File: src/rtl/maze_nav_ctrl_pkg.sv
// Shared definitions for the maze game-logic stage: bomb FSM state codes,
// direction encoding, navigator FSM states, grid cell type and wall lookup.
// Combinational helpers only; no latency, no flow control.
package maze_nav_ctrl_pkg;

   // Top-level bomb FSM state codes, shared with the display stage.
   localparam logic [2:0] BOMB_IDLE      = 3'b000;
   localparam logic [2:0] BOMB_ARMED     = 3'b001;
   localparam logic [2:0] BOMB_ACTIVATED = 3'b010;
   localparam logic [2:0] BOMB_DEFUSED   = 3'b011;
   localparam logic [2:0] BOMB_EXPLODED  = 3'b100;

   typedef enum logic [1:0] {DIR_UP, DIR_DOWN, DIR_LEFT, DIR_RIGHT} dir_t;

   typedef enum logic [1:0] {S_IDLE, S_LOAD, S_PLAY, S_DONE} nav_state_t;

   typedef struct packed {
      logic [2:0] x;
      logic [2:0] y;
   } cell_t;

   // True when leaving cell c in direction d hits a wall or the grid edge.
   // h_wall[y*8+x] sits below (x,y); v_wall[y*7+x] sits right of (x,y).
   function automatic logic wall_blocked(input cell_t c, input dir_t d,
                                         input logic [55:0] h_wall,
                                         input logic [55:0] v_wall);
      logic [5:0] hi_up;
      logic [5:0] hi_dn;
      logic [5:0] vi;
      logic       blk;
      hi_up = {c.y - 3'd1, c.x};
      hi_dn = {c.y, c.x};
      vi    = {c.y, 3'b000} - {3'b000, c.y} + {3'b000, c.x};
      blk   = 1'b1;
      case (d)
         DIR_UP:    blk = (c.y == 3'd0) || h_wall[hi_up];
         DIR_DOWN:  blk = (c.y == 3'd7) || h_wall[hi_dn];
         DIR_LEFT:  blk = (c.x == 3'd0) || v_wall[vi - 6'd1];
         DIR_RIGHT: blk = (c.x == 3'd7) || v_wall[vi];
         default:   blk = 1'b1;
      endcase
      return blk;
   endfunction

endpackage

File: src/rtl/maze_nav_ctrl_rom.sv
// Maze layout ROM: start cell, goal cell and wall maps for four hard-coded mazes.
// Latency: purely combinational.
// Backpressure: none.
// Ports: sel (layout index) -> start_x/start_y, goal_x/goal_y, h_wall[55:0], v_wall[55:0].
module maze_rom (
   input  logic [1:0]  sel,
   output logic [2:0]  start_x,
   output logic [2:0]  start_y,
   output logic [2:0]  goal_x,
   output logic [2:0]  goal_y,
   output logic [55:0] h_wall,
   output logic [55:0] v_wall
);

   always_comb begin
      start_x = 3'd0;
      start_y = 3'd0;
      goal_x  = 3'd0;
      goal_y  = 3'd0;
      h_wall  = '0;
      v_wall  = '0;
      case (sel)
         2'd0: begin
            start_x = 3'd1; start_y = 3'd1; goal_x = 3'd6; goal_y = 3'd6;
            v_wall[8]  = 1'b1;   // (1,1)|(2,1)
            h_wall[36] = 1'b1;   // (4,4)/(4,5)
         end
         2'd1: begin
            start_x = 3'd0; start_y = 3'd0; goal_x = 3'd7; goal_y = 3'd7;
            v_wall[0]  = 1'b1;   // (0,0)|(1,0)
            h_wall[19] = 1'b1;   // (3,2)/(3,3)
         end
         2'd2: begin
            start_x = 3'd7; start_y = 3'd0; goal_x = 3'd0; goal_y = 3'd7;
            v_wall[6]  = 1'b1;   // (6,0)|(7,0)
            h_wall[42] = 1'b1;   // (2,5)/(2,6)
         end
         default: begin
            start_x = 3'd3; start_y = 3'd3; goal_x = 3'd4; goal_y = 3'd4;
            v_wall[24] = 1'b1;   // (3,3)|(4,3)
            h_wall[27] = 1'b1;   // (3,3)/(3,4)
         end
      endcase
   end

endmodule

File: src/rtl/maze_nav_ctrl.sv
// Maze game logic: debounces four buttons and walks the player over an 8x8 maze, counting wall bumps.
// Latency: raw press -> 2 sync + DEB_CYCLES stable samples -> position/strike update one edge later.
// Backpressure: none; presses outside PLAY are dropped.
// Ports: clk, rst (async, active-low), current_state, maze_sel, btn_up/down/left/right ->
//        cur_x/cur_y, final_x/final_y, strike (pulse), strikes, win, fail.
module maze_nav_ctrl
   import maze_nav_ctrl_pkg::*;
#(
   parameter int         DEB_CYCLES  = 1_000_000,
   parameter int         MAX_STRIKES = 3,
   parameter logic [2:0] ACTIVATED   = BOMB_ACTIVATED
) (
   input  logic       clk,
   input  logic       rst,
   input  logic [2:0] current_state,
   input  logic [1:0] maze_sel,
   input  logic       btn_up,
   input  logic       btn_down,
   input  logic       btn_left,
   input  logic       btn_right,
   output logic [2:0] cur_x,
   output logic [2:0] cur_y,
   output logic [2:0] final_x,
   output logic [2:0] final_y,
   output logic       strike,
   output logic [2:0] strikes,
   output logic       win,
   output logic       fail
);

   localparam int CW = $clog2(DEB_CYCLES + 1);

   logic [3:0] btn_raw;
   logic [3:0] press;

   assign btn_raw = {btn_right, btn_left, btn_down, btn_up};

   // One debouncer per button; bit index matches the dir_t encoding.
   for (genvar i = 0; i < 4; i++) begin : g_deb
      logic [1:0]    sync;
      logic          stable;
      logic          stable_d;
      logic [CW-1:0] cnt;

      always_ff @(posedge clk or negedge rst) begin
         if (!rst) begin
            sync     <= 2'b00;
            stable   <= 1'b0;
            stable_d <= 1'b0;
            cnt      <= '0;
         end else begin
            sync     <= {sync[0], btn_raw[i]};
            stable_d <= stable;
            // Counter runs only while the synchronised level disagrees with the
            // accepted one; any agreeing sample restarts the qualification.
            if (sync[1] == stable) begin
               cnt <= '0;
            end else if (cnt == CW'(DEB_CYCLES - 1)) begin
               stable <= sync[1];
               cnt    <= '0;
            end else begin
               cnt <= cnt + CW'(1);
            end
         end
      end

      assign press[i] = stable & ~stable_d;
   end

   nav_state_t state_q, state_d;
   logic [2:0] prev_cs;
   logic [1:0] sel_q, sel_d;
   cell_t      cur_q, cur_d, fin_q, fin_d, nxt;
   logic [2:0] strikes_q, strikes_d, strikes_inc;
   logic       win_q, win_d, fail_q, fail_d, strike_q, strike_d;

   logic [2:0]  rom_sx, rom_sy, rom_gx, rom_gy;
   logic [55:0] rom_h, rom_v;
   logic [1:0]  rom_sel;
   logic        entry, mv_vld, blocked;
   dir_t        dir;

   // During LOAD the ROM shows the incoming selection; afterwards the latched one,
   // so maze_sel changes mid-game cannot move the walls.
   assign rom_sel = (state_q == S_LOAD) ? maze_sel : sel_q;

   maze_rom u_rom (
      .sel     (rom_sel),
      .start_x (rom_sx),
      .start_y (rom_sy),
      .goal_x  (rom_gx),
      .goal_y  (rom_gy),
      .h_wall  (rom_h),
      .v_wall  (rom_v)
   );

   assign entry       = (current_state == ACTIVATED) && (prev_cs != ACTIVATED);
   assign mv_vld      = |press;
   assign strikes_inc = strikes_q + 3'd1;

   always_comb begin
      if (press[DIR_UP])        dir = DIR_UP;
      else if (press[DIR_DOWN]) dir = DIR_DOWN;
      else if (press[DIR_LEFT]) dir = DIR_LEFT;
      else                      dir = DIR_RIGHT;
   end

   always_comb begin
      nxt = cur_q;
      case (dir)
         DIR_UP:    nxt.y = cur_q.y - 3'd1;
         DIR_DOWN:  nxt.y = cur_q.y + 3'd1;
         DIR_LEFT:  nxt.x = cur_q.x - 3'd1;
         default:   nxt.x = cur_q.x + 3'd1;
      endcase
   end

   assign blocked = wall_blocked(cur_q, dir, rom_h, rom_v);

   always_comb begin
      state_d   = state_q;
      sel_d     = sel_q;
      cur_d     = cur_q;
      fin_d     = fin_q;
      strikes_d = strikes_q;
      win_d     = win_q;
      fail_d    = fail_q;
      strike_d  = 1'b0;
      if (current_state != ACTIVATED) begin
         state_d = S_IDLE;   // results stay visible to the display
      end else begin
         case (state_q)
            S_IDLE: begin
               if (entry) state_d = S_LOAD;
            end
            S_LOAD: begin
               sel_d     = maze_sel;
               cur_d     = '{x: rom_sx, y: rom_sy};
               fin_d     = '{x: rom_gx, y: rom_gy};
               strikes_d = 3'd0;
               win_d     = 1'b0;
               fail_d    = 1'b0;
               state_d   = S_PLAY;
            end
            S_PLAY: begin
               if (mv_vld) begin
                  if (blocked) begin
                     strike_d  = 1'b1;
                     strikes_d = strikes_inc;
                     if (strikes_inc == 3'(MAX_STRIKES)) begin
                        fail_d  = 1'b1;
                        state_d = S_DONE;
                     end
                  end else begin
                     cur_d = nxt;
                     if (nxt == fin_q) begin
                        win_d   = 1'b1;
                        state_d = S_DONE;
                     end
                  end
               end
            end
            default: begin
               state_d = state_q;
            end
         endcase
      end
   end

   always_ff @(posedge clk or negedge rst) begin
      if (!rst) begin
         state_q   <= S_IDLE;
         prev_cs   <= 3'b000;   // never ACTIVATED, so a held-active release counts as entry
         sel_q     <= 2'd0;
         cur_q     <= '0;
         fin_q     <= '0;
         strikes_q <= 3'd0;
         win_q     <= 1'b0;
         fail_q    <= 1'b0;
         strike_q  <= 1'b0;
      end else begin
         state_q   <= state_d;
         prev_cs   <= current_state;
         sel_q     <= sel_d;
         cur_q     <= cur_d;
         fin_q     <= fin_d;
         strikes_q <= strikes_d;
         win_q     <= win_d;
         fail_q    <= fail_d;
         strike_q  <= strike_d;
      end
   end

   assign cur_x   = cur_q.x;
   assign cur_y   = cur_q.y;
   assign final_x = fin_q.x;
   assign final_y = fin_q.y;
   assign strike  = strike_q;
   assign strikes = strikes_q;
   assign win     = win_q;
   assign fail    = fail_q;

endmodule
File: config.mk
export PLATFORM = sky130hd
export DESIGN_NAME = maze_nav_ctrl
export DESIGN_NICKNAME = d
export VERILOG_FILES = /design/src/rtl/maze_nav_ctrl_pkg.sv /design/src/rtl/maze_nav_ctrl_rom.sv /design/src/rtl/maze_nav_ctrl.sv
export SDC_FILE = /design/constraint.sdc
export NUM_CORES = 1
export LEC_CHECK = 0
export BUFFER_PORTS_ARGS = -buffer_cell sky130_fd_sc_hd__buf_2
export CAP_MARGIN = 5
export CORE_ASPECT_RATIO = 0.9
export CORE_MARGIN = 3
export CORE_UTILIZATION = 45
export CTS_CLUSTER_DIAMETER = 60
export DETAILED_ROUTE_END_ITERATION = 8
export GPL_ROUTABILITY_DRIVEN = 1
export PLACE_DENSITY = 0.75
export SLEW_MARGIN = 10
export SYNTH_ARGS = -nofsm -noshare
export SYNTH_HDL_FRONTEND = slang
export SYNTH_SLANG_ARGS = --single-unit
File: constraint.sdc
create_clock -name clk -period 3.2 [get_ports clk]
set_clock_uncertainty 0.1 [all_clocks]
set_input_delay 0.16 -clock clk [delete_from_list [all_inputs] [get_ports clk]]
set_output_delay 0.16 -clock clk [all_outputs]
set_load 0.1 [all_outputs]
==> results of run 1 <==
metal layers:
metal  up-vias  global-route usage  share of wire
met5         -                   0              0
met4         0             0.07143          0.015
met3        25             0.05239          0.046
met2       119              0.2841           0.49
met1      2444              0.2283           0.45
li1       2388                   -              -
power by group:
part           leakage (µW)  switching, µW  total (µW)  internal [µW]
registers           0.00163           73.4        1690           1620
clock network      0.000283            673        1800           1120
logic               0.00161           1360        2310            952
total               0.00352           2110        5800           3690
flip-flops by register name (all words and copies together), names as in the netlist:
signal          count
strikes             3
sel_q               2
win                 1
cur_x               3
state_q             2
final_y             3
g_deb.stable_d      4
strike              1
prev_cs             3
final_x             3
g_deb.sync          8
cur_y               3
g_deb.stable        4
fail                1
g_deb.cnt          80
what timing repair did:
action	4_1_cts	5_1_grt
pin swaps	6	10
endpoints found under the hold margin	70	0
gates cloned	1	0
hold buffers	9	0
resized for setup	11	14
setup buffers	3	4
endpoints found under the setup margin	12	14
area by class of cell:
cell class | instances | area, µm² | area share
repair buffers | 74 | 534.3 | 0.06789
well taps | 189 | 236.5 | 0.03005
multi-input cells | 486 | 3400 | 0.4320
clock inverters | 11 | 97.59 | 0.01240
inverters | 23 | 88.84 | 0.01129
flip-flops and latches | 121 | 3043 | 0.3866
clock buffers | 21 | 470.5 | 0.05978
per-stage QoR:
step / setup WS [ps] / util / hold WS [ps] / total power, µW
after floorplan: -147.9 / - / -235.6 / 3208
after global placement: -16.94 / 0.5133 / 169.8 / 3672
after detailed placement: -128.2 / 0.5133 / 173.0 / 3754
after CTS: -138.7 / 0.5663 / 126.8 / 5699
after global routing: -247.6 / 0.5739 / 143.0 / 6085
final: -130.6 / 0.5739 / 139.6 / 5802
cell families after synthesis:
logic type / synth area share
and+or+nand+nor: 0.2227
DFF: 0.4674
xor gates and xnor gates: 0.1166
AOI/OAI and AO/OA: 0.06856
buffers and inverters: 0.03032
adders and majority gates: 0.05253
muxes: 0.04191
synthesized netlist by cell type (4+ instances only):
| library cell | n |
|---|---|
| a21oi_1 | 16 |
| and3_1 | 29 |
| and4_1 | 4 |
| buf_2 | 6 |
| clkbuf_1 | 14 |
| dfrtp_1 | 121 |
| ha_1 | 24 |
| inv_1 | 23 |
| mux2_2 | 6 |
| mux2i_1 | 16 |
| nand2_1 | 45 |
| nand2b_1 | 9 |
| nand3_1 | 45 |
| nand3b_1 | 6 |
| nand4_1 | 5 |
| nor2_1 | 99 |
| nor4_1 | 6 |
| nor4b_1 | 8 |
| o211ai_1 | 5 |
| o21ai_0 | 20 |
| or2_2 | 4 |
| or3_1 | 9 |
| xnor2_1 | 43 |
| xor2_1 | 37 |
tightest hold or removal path, delay by kind of cell:
kind / cells / cell delay [ps]
buffers and inverters: 2 / 250
AOI/OAI and AO/OA: 1 / 110
muxes: 1 / 80
worst max-delay path by stage:
stage | startpoint | to | slack [ps] | depth (start not counted)
floorplan | cur_x[0]$_DFFE_PN0P_ | cur_y[1]$_DFFE_PN0P_ | -150 | 14
global placement | cur_x[0]$_DFFE_PN0P_ | strikes[1]$_DFFE_PN0P_ | -20 | 13
detailed placement | cur_x[0]$_DFFE_PN0P_ | strikes[1]$_DFFE_PN0P_ | -130 | 13
CTS | cur_x[0]$_DFFE_PN0P_ | strikes[1]$_DFFE_PN0P_ | -140 | 14
global route | cur_x[0]$_DFFE_PN0P_ | strikes[1]$_DFFE_PN0P_ | -250 | 16
finish | cur_x[0]$_DFFE_PN0P_ | win$_DFFE_PN0P_ | -130 | 16
==> results.sh, run 1 <==
export IMPL_outcome="finished, violations left"
export IMPL_violations="setup timing"
export IMPL_antenna_found_initial=0
export IMPL_clkTransAtPathRegs_ps=50
export IMPL_ys_flop_type="dfrtp_1"
export IMPL_r2r_slack_ps=-130
export IMPL_syn_nets=690
export IMPL_cts_root_buffer="clkbuf_16"
export IMPL_post_route_min_period_ps=3331
export IMPL_leakage_uw=0.003522
export IMPL_vias_per_cell=5.379
export IMPL_mostFrequentLayoutCells="115 x dfrtp_1, 99 x nor2_1, 45 x nand2_1, 45 x nand3_1, 42 x xnor2_1"
export IMPL_io_pins=29
export IMPL_drcViolationCount=0
export IMPL_io_buffers=28
export IMPL_slew_headroom=0.4744
export IMPL_ys_warn_count=0
export IMPL_worstReg2RegEnd="win$_DFFE_PN0P_"
export IMPL_crit_path_end_kind="register"
export IMPL_hold_violations=0
export IMPL_first_iter_violations=410
export IMPL_ant_nets=0
export IMPL_worst_slack_ps=-130.6
export IMPL_grt_pass1_vias=4944
export IMPL_gp_congestion=0.8787
export IMPL_design_area_um2=7870
export IMPL_vdd_drop_max_mv=0.6024
export IMPL_die_x_um=132.5
export IMPL_hpwlAfterDp_um=9344
export IMPL_grt_overflow=0
export IMPL_final_common_cell="dfrtp_1"
export IMPL_path_max_fanout=5
export IMPL_setup_viol=10
export IMPL_required_ps=3440
export IMPL_rsz0062_at_grt="true"
export IMPL_cp_arrival_ps=3570
export IMPL_drive_gt1_frac=0.1916
export IMPL_die_area_um2=15880
export IMPL_critPathBufInv=5
export IMPL_grt_pass1_wl_um=23140
export IMPL_die_h_um=119.8
export IMPL_critical_path_class="reg2reg"
export IMPL_ys_ff_latch=121
export IMPL_cap_violations=0
export IMPL_first_pass_iters=6
export IMPL_seq_area_frac_synth=0.4674
export IMPL_reg2regPathDepth=16
export IMPL_fill_cells=1174
export IMPL_yosys_area_top_type="dfrtp_1"
export IMPL_min_path_type="in2reg"
export IMPL_power_density_nw_per_um2=737.3
export IMPL_synth_cells=653
export IMPL_hold_path_startpoint="maze_sel[0]"
export IMPL_vias=4976
export IMPL_grt_usage=0.1780
export IMPL_final_period_utilization=1.041
export IMPL_synth_edf_count=0
export IMPL_path_delay_family="adder cells"
export IMPL_placementRows=40
export IMPL_synth_area_um2=6479
export IMPL_worstHoldEndpoint="sel_q[0]$_DFFE_PN0P_"
export IMPL_crit_chain="inv_4 > ha_4 > inv_2 > fa_2 > inv_2 > ha_4 > nand2b_1 > mux2i_1 > and3_1 > mux2i_1 > o211ai_1 > buf_4 > a31oi_4 > buf_6 > or3b_4 > a21oi_2"
export IMPL_synthDistinctLibCells=61
export IMPL_cts_max_path_buffers=2
export IMPL_syn2layout_area_growth_pct=21.48
export IMPL_synth_area_per_cell_um2=9.921
export IMPL_min_path_cells=4
export IMPL_grt_start_max_net_pins=63
export IMPL_slew_violations=0
export IMPL_cts_buffers=17
export IMPL_wl_per_cell_um=14.88
export IMPL_wl_um=13760
export IMPL_critPathLaunchType="register"
export IMPL_clock_sinks=121
export IMPL_max_freq_mhz=300.2
export IMPL_clock_latency_ps=420
export IMPL_synth_area_top_cells="dfrtp_1 47%, xnor2_1 5.8%, nor2_1 5.7%, xor2_1 5.0%, ha_1 4.6%"
export IMPL_synthDominantCellAreaShare=0.4674
export IMPL_timing_rr_start="cur_x[0]$_DFFE_PN0P_"
export IMPL_cts_tree="done"
export IMPL_place_inst=876
export IMPL_fin_setup_tns_ps=-681.4
export IMPL_crit_path_max_incr_delay_ps=530
export IMPL_placedInstanceArea_um2=7039
export IMPL_ys_async_sr_fraction=1.000
export IMPL_fin_cells=925
export IMPL_cp_slowest_cell="fa_2"
export IMPL_antenna_cells=0
export IMPL_core_area_um2=13710
export IMPL_ctsHtreeMaxLevel=4
export IMPL_initial_core_util=0.4724
export IMPL_worst_pin_slew_ps=788.3
export IMPL_final_nets=760
Power figures use the tool's default switching activity.
==> run 2: changes to the inputs <==
--- a/config.mk
+++ b/config.mk
@@ -11,10 +11,12 @@
 export CORE_MARGIN = 3
 export CORE_UTILIZATION = 45
 export CTS_CLUSTER_DIAMETER = 60
+export CTS_CLUSTER_SIZE = 24
 export DETAILED_ROUTE_END_ITERATION = 8
 export GPL_ROUTABILITY_DRIVEN = 1
-export PLACE_DENSITY = 0.75
+export PLACE_DENSITY = 0.72
 export SLEW_MARGIN = 10
 export SYNTH_ARGS = -nofsm -noshare
 export SYNTH_HDL_FRONTEND = slang
+export SYNTH_HIERARCHICAL = 1
 export SYNTH_SLANG_ARGS = --single-unit
==> constraint.sdc (replaced) <==
create_clock -name clk -period 3.4 [get_ports clk]
set_clock_uncertainty 0.1 [all_clocks]
set_input_delay 0.17 -clock clk [delete_from_list [all_inputs] [get_ports clk]]
set_output_delay 0.17 -clock clk [all_outputs]
set_load 0.1 [all_outputs]
==> results.sh, run 2 <==
export IMPL_vias=6218
export IMPL_ys_warn_count=6
export IMPL_ys_async_sr_fraction=1.000
export IMPL_critPathLaunchType="register"
export IMPL_largest_reg_flops=80
export IMPL_crit_path_max_incr_delay_ps=610
export IMPL_grtUsageMet3=0.03469
export IMPL_drcViolationCount=0
export IMPL_first_iter_violations=405
export IMPL_vias_per_cell=5.164
export IMPL_yosys_area_top_type="dfrtp_1"
export IMPL_busiest_layer="met2"
export IMPL_io_pins=29
export IMPL_slew_headroom=0.4601
export IMPL_die_h_um=138.1
export IMPL_gp_congestion=0.8557
export IMPL_antenna_cells=0
export IMPL_wl_per_cell_um=14.74
export IMPL_mostFrequentLayoutCells="116 x dfrtp_1, 106 x conb_1, 97 x nor2_1"
export IMPL_final_nets=983
export IMPL_required_ps=3590
export IMPL_max_freq_mhz=257.4
export IMPL_initial_core_util=0.4665
export IMPL_die_area_um2=21100
export IMPL_synth_area_um2=8725
export IMPL_die_x_um=152.8
export IMPL_worst_path_most_repeated_cell="ha_4"
export IMPL_final_common_cell="dfrtp_1"
export IMPL_drive_gt1_frac=0.2325
export IMPL_ctsHtreeMaxLevel=4
export IMPL_place_inst=1161
export IMPL_rsz0062_at_grt="true"
export IMPL_post_place_ws_ps=-497.3
export IMPL_worst_pin_slew_ps=809.8
export IMPL_ys_flop_type="dfrtp_1"
export IMPL_hpwlAfterDp_um=12620
export IMPL_grt_pass1_wl_um=30190
export IMPL_hold_violations=0
export IMPL_synth_area_top_cells="dfrtp_1 35%, mux4_2 11%, buf_4 9.8%, xnor2_1 4.2%, nor2_1 4.2%"
export IMPL_grt_overflow=0
export IMPL_synth_area_per_cell_um2=10.10
export IMPL_violations="setup timing"
export IMPL_seqPwrFrac=0.149
export IMPL_cp_slowest_cell="fa_2"
export IMPL_first_pass_iters=5
export IMPL_clkTransAtPathRegs_ps=60
export IMPL_cts_tree="done"
export IMPL_synth_top_cells_by_count="121 x dfrtp_1, 114 x buf_4, 97 x nor2_1, 54 x nand2_1, 43 x nand3_1"
export IMPL_ant_nets=0
export IMPL_io_buffers=28
export IMPL_power_switching_uw=4775
export IMPL_fin_cells=1204
export IMPL_wl_um=17750
export IMPL_fill_cells=1632
export IMPL_switching_share=0.4243
export IMPL_antenna_found_initial=0
export IMPL_cp_arrival_ps=4080
export IMPL_critical_path_class="reg2reg"
export IMPL_crit_chain="inv_8 > ha_4 > inv_2 > fa_2 > buf_4 > buf_6 > inv_4 > ha_4 > mux4_2 > mux2i_2 > a221oi_1 > a31oi_1 > o211ai_1 > a21oi_4 > nor2_4 > mux2_4 > mux2i_1"
export IMPL_grt_use_met1=0.2331
export IMPL_synthDistinctLibCells=73
export IMPL_placementRows=47
export IMPL_grt_pass1_vias=6244
export IMPL_cts_buffers=17
export IMPL_crit_path_end_kind="register"
export IMPL_grt_usage=0.1712
export IMPL_internal_power_uw=6480
export IMPL_synth_edf_count=0
export IMPL_clock_sinks=121
export IMPL_multi_input_area_um2=5151
export IMPL_synth_cells=864
export IMPL_synth_most_common_cell="dfrtp_1"
export IMPL_synthDominantCellAreaShare=0.3471
export IMPL_outcome="finished, violations left"
export IMPL_path_max_fanout=6
export IMPL_grt_start_max_net_pins=52
export IMPL_clock_latency_ps=410
export IMPL_seq_area_frac_synth=0.3471
export IMPL_cts_root_buffer="clkbuf_16"
export IMPL_use_met2=0.2780
export IMPL_cts_max_path_buffers=2
export IMPL_min_path_type="in2async"
export IMPL_pwr_share_comb=0.698
export IMPL_pwr_share_clk=0.153
export IMPL_vdd_drop_max_mv=0.6101
export IMPL_regArea_um2=3037
export IMPL_slew_violations=0
export IMPL_top_register="g_deb.cnt"
export IMPL_setup_viol=14
export IMPL_core_area_um2=18700
export IMPL_ys_ff_latch=121
export IMPL_syn2layout_area_growth_pct=13.52
export IMPL_reg_top3="g_deb.cnt (80), g_deb.sync (8)"
export IMPL_final_period_utilization=1.143
export IMPL_power_density_nw_per_um2=1136
export IMPL_post_route_min_period_ps=3886
export IMPL_cap_violations=0
export IMPL_leakage_uw=0.004404
export IMPL_worst_slack_ps=-485.7
==> run 2: logic make-up (layout without fill, tap and decap cells) <==
| family | after synthesis | after routing | share of synthesized area |
|---|---|---|---|
| muxes | 86 | 86 | 0.1718 |
| AOI/OAI and AO/OA | 80 | 80 | 0.05952 |
| buffers and inverters | 169 | 160 | 0.1255 |
| other | 2 | 106 | 0.0008608 |
| adders and majority gates | 26 | 26 | 0.03901 |
| DFF | 121 | 121 | 0.3471 |
| xor gates and xnor gates | 82 | 82 | 0.08648 |
| and+or+nand+nor | 298 | 298 | 0.1698 |
==> run 2: final timing paths <==
path | startpoint | to | slack (ps) | depth (start not counted)
setup / recovery | cur_x[0]$_DFFE_PN0P_ | state_q[0]$_DFFE_PN0P_ | -490 | 17
hold / removal | rst | g_deb[0].cnt[7]$_DFF_PN0_ | 210 | 2
setup reg to reg | cur_x[0]$_DFFE_PN0P_ | state_q[0]$_DFFE_PN0P_ | -490 | 17
hold reg to reg | g_deb[3].sync[0]$_DFF_PN0_ | g_deb[3].sync[1]$_DFF_PN0_ | 250 | 0
max in group asynchronous | rst | g_deb[3].cnt[5]$_DFF_PN0_ | 2220 | 3
min in group clk | maze_sel[0] | sel_q[0]$_DFFE_PN0P_ | 220 | 4
==> run 2: critical path: cells and delay by family (launching register included) <==
family	cells	cell delay [ps]
buf+inv	5	380
fa+ha+maj	3	1000
mux	4	740
flops	1	510
compound gates	4	780
simple gates	1	260
==> run 2: area by class of cell <==
| class | count | share of cell area |
|---|---|---|
| Multi-Input combinational cell | 678 | 0.5201 |
| Clock inverter | 15 | 0.01440 |
| Sequential cell | 121 | 0.3066 |
| Clock buffer | 17 | 0.04295 |
| Inverter | 30 | 0.01238 |
| Tap cell | 245 | 0.03095 |
| Timing Repair Buffer | 98 | 0.07264 |
==> run 2: what timing repair did <==
action                                  CTS  global route
endpoints found under the setup margin   14            14
cloned                                    0             0
resized for setup                        20            12
hold endpoints to repair                 52             0
setup buffers                             2             2
hold buffers                              8             0
pin swaps                                 8             4
==> run 2: layer usage <==
metal,part of all wire,up-vias
li1,-,3007
met1,0.46,3060
met2,0.48,131
met3,0.041,20
met4,0.015,0
met5,0,-
==> run 2: through the flow <==
stage	hold slack, ps	setup TNS [ps]	area [µm²]	util	total power, µW
2_1_floorplan	-225.6	-9632	9196	-	7090
3_3_place_gp	125.0	-4826	9092	0.4862	8690
3_5_place_dp	121.7	-5735	9092	0.4862	8804
4_1_cts	216.1	-5116	9828	0.5256	10920
5_1_grt	220.9	-7406	9905	0.5296	11940
6_report	209.0	-5555	9905	0.5296	11250
==> run 2: power by group through the flow <==
stage | combinational, µW | sequential [µW] | clock [µW]
6_report | 7860 | 1680 | 1720
5_1_grt | 8410 | 1690 | 1830
4_1_cts | 7490 | 1680 | 1750
3_5_place_dp | 7110 | 1700 | 0
3_3_place_gp | 7000 | 1690 | 0
2_1_floorplan | 4810 | 2280 | 0
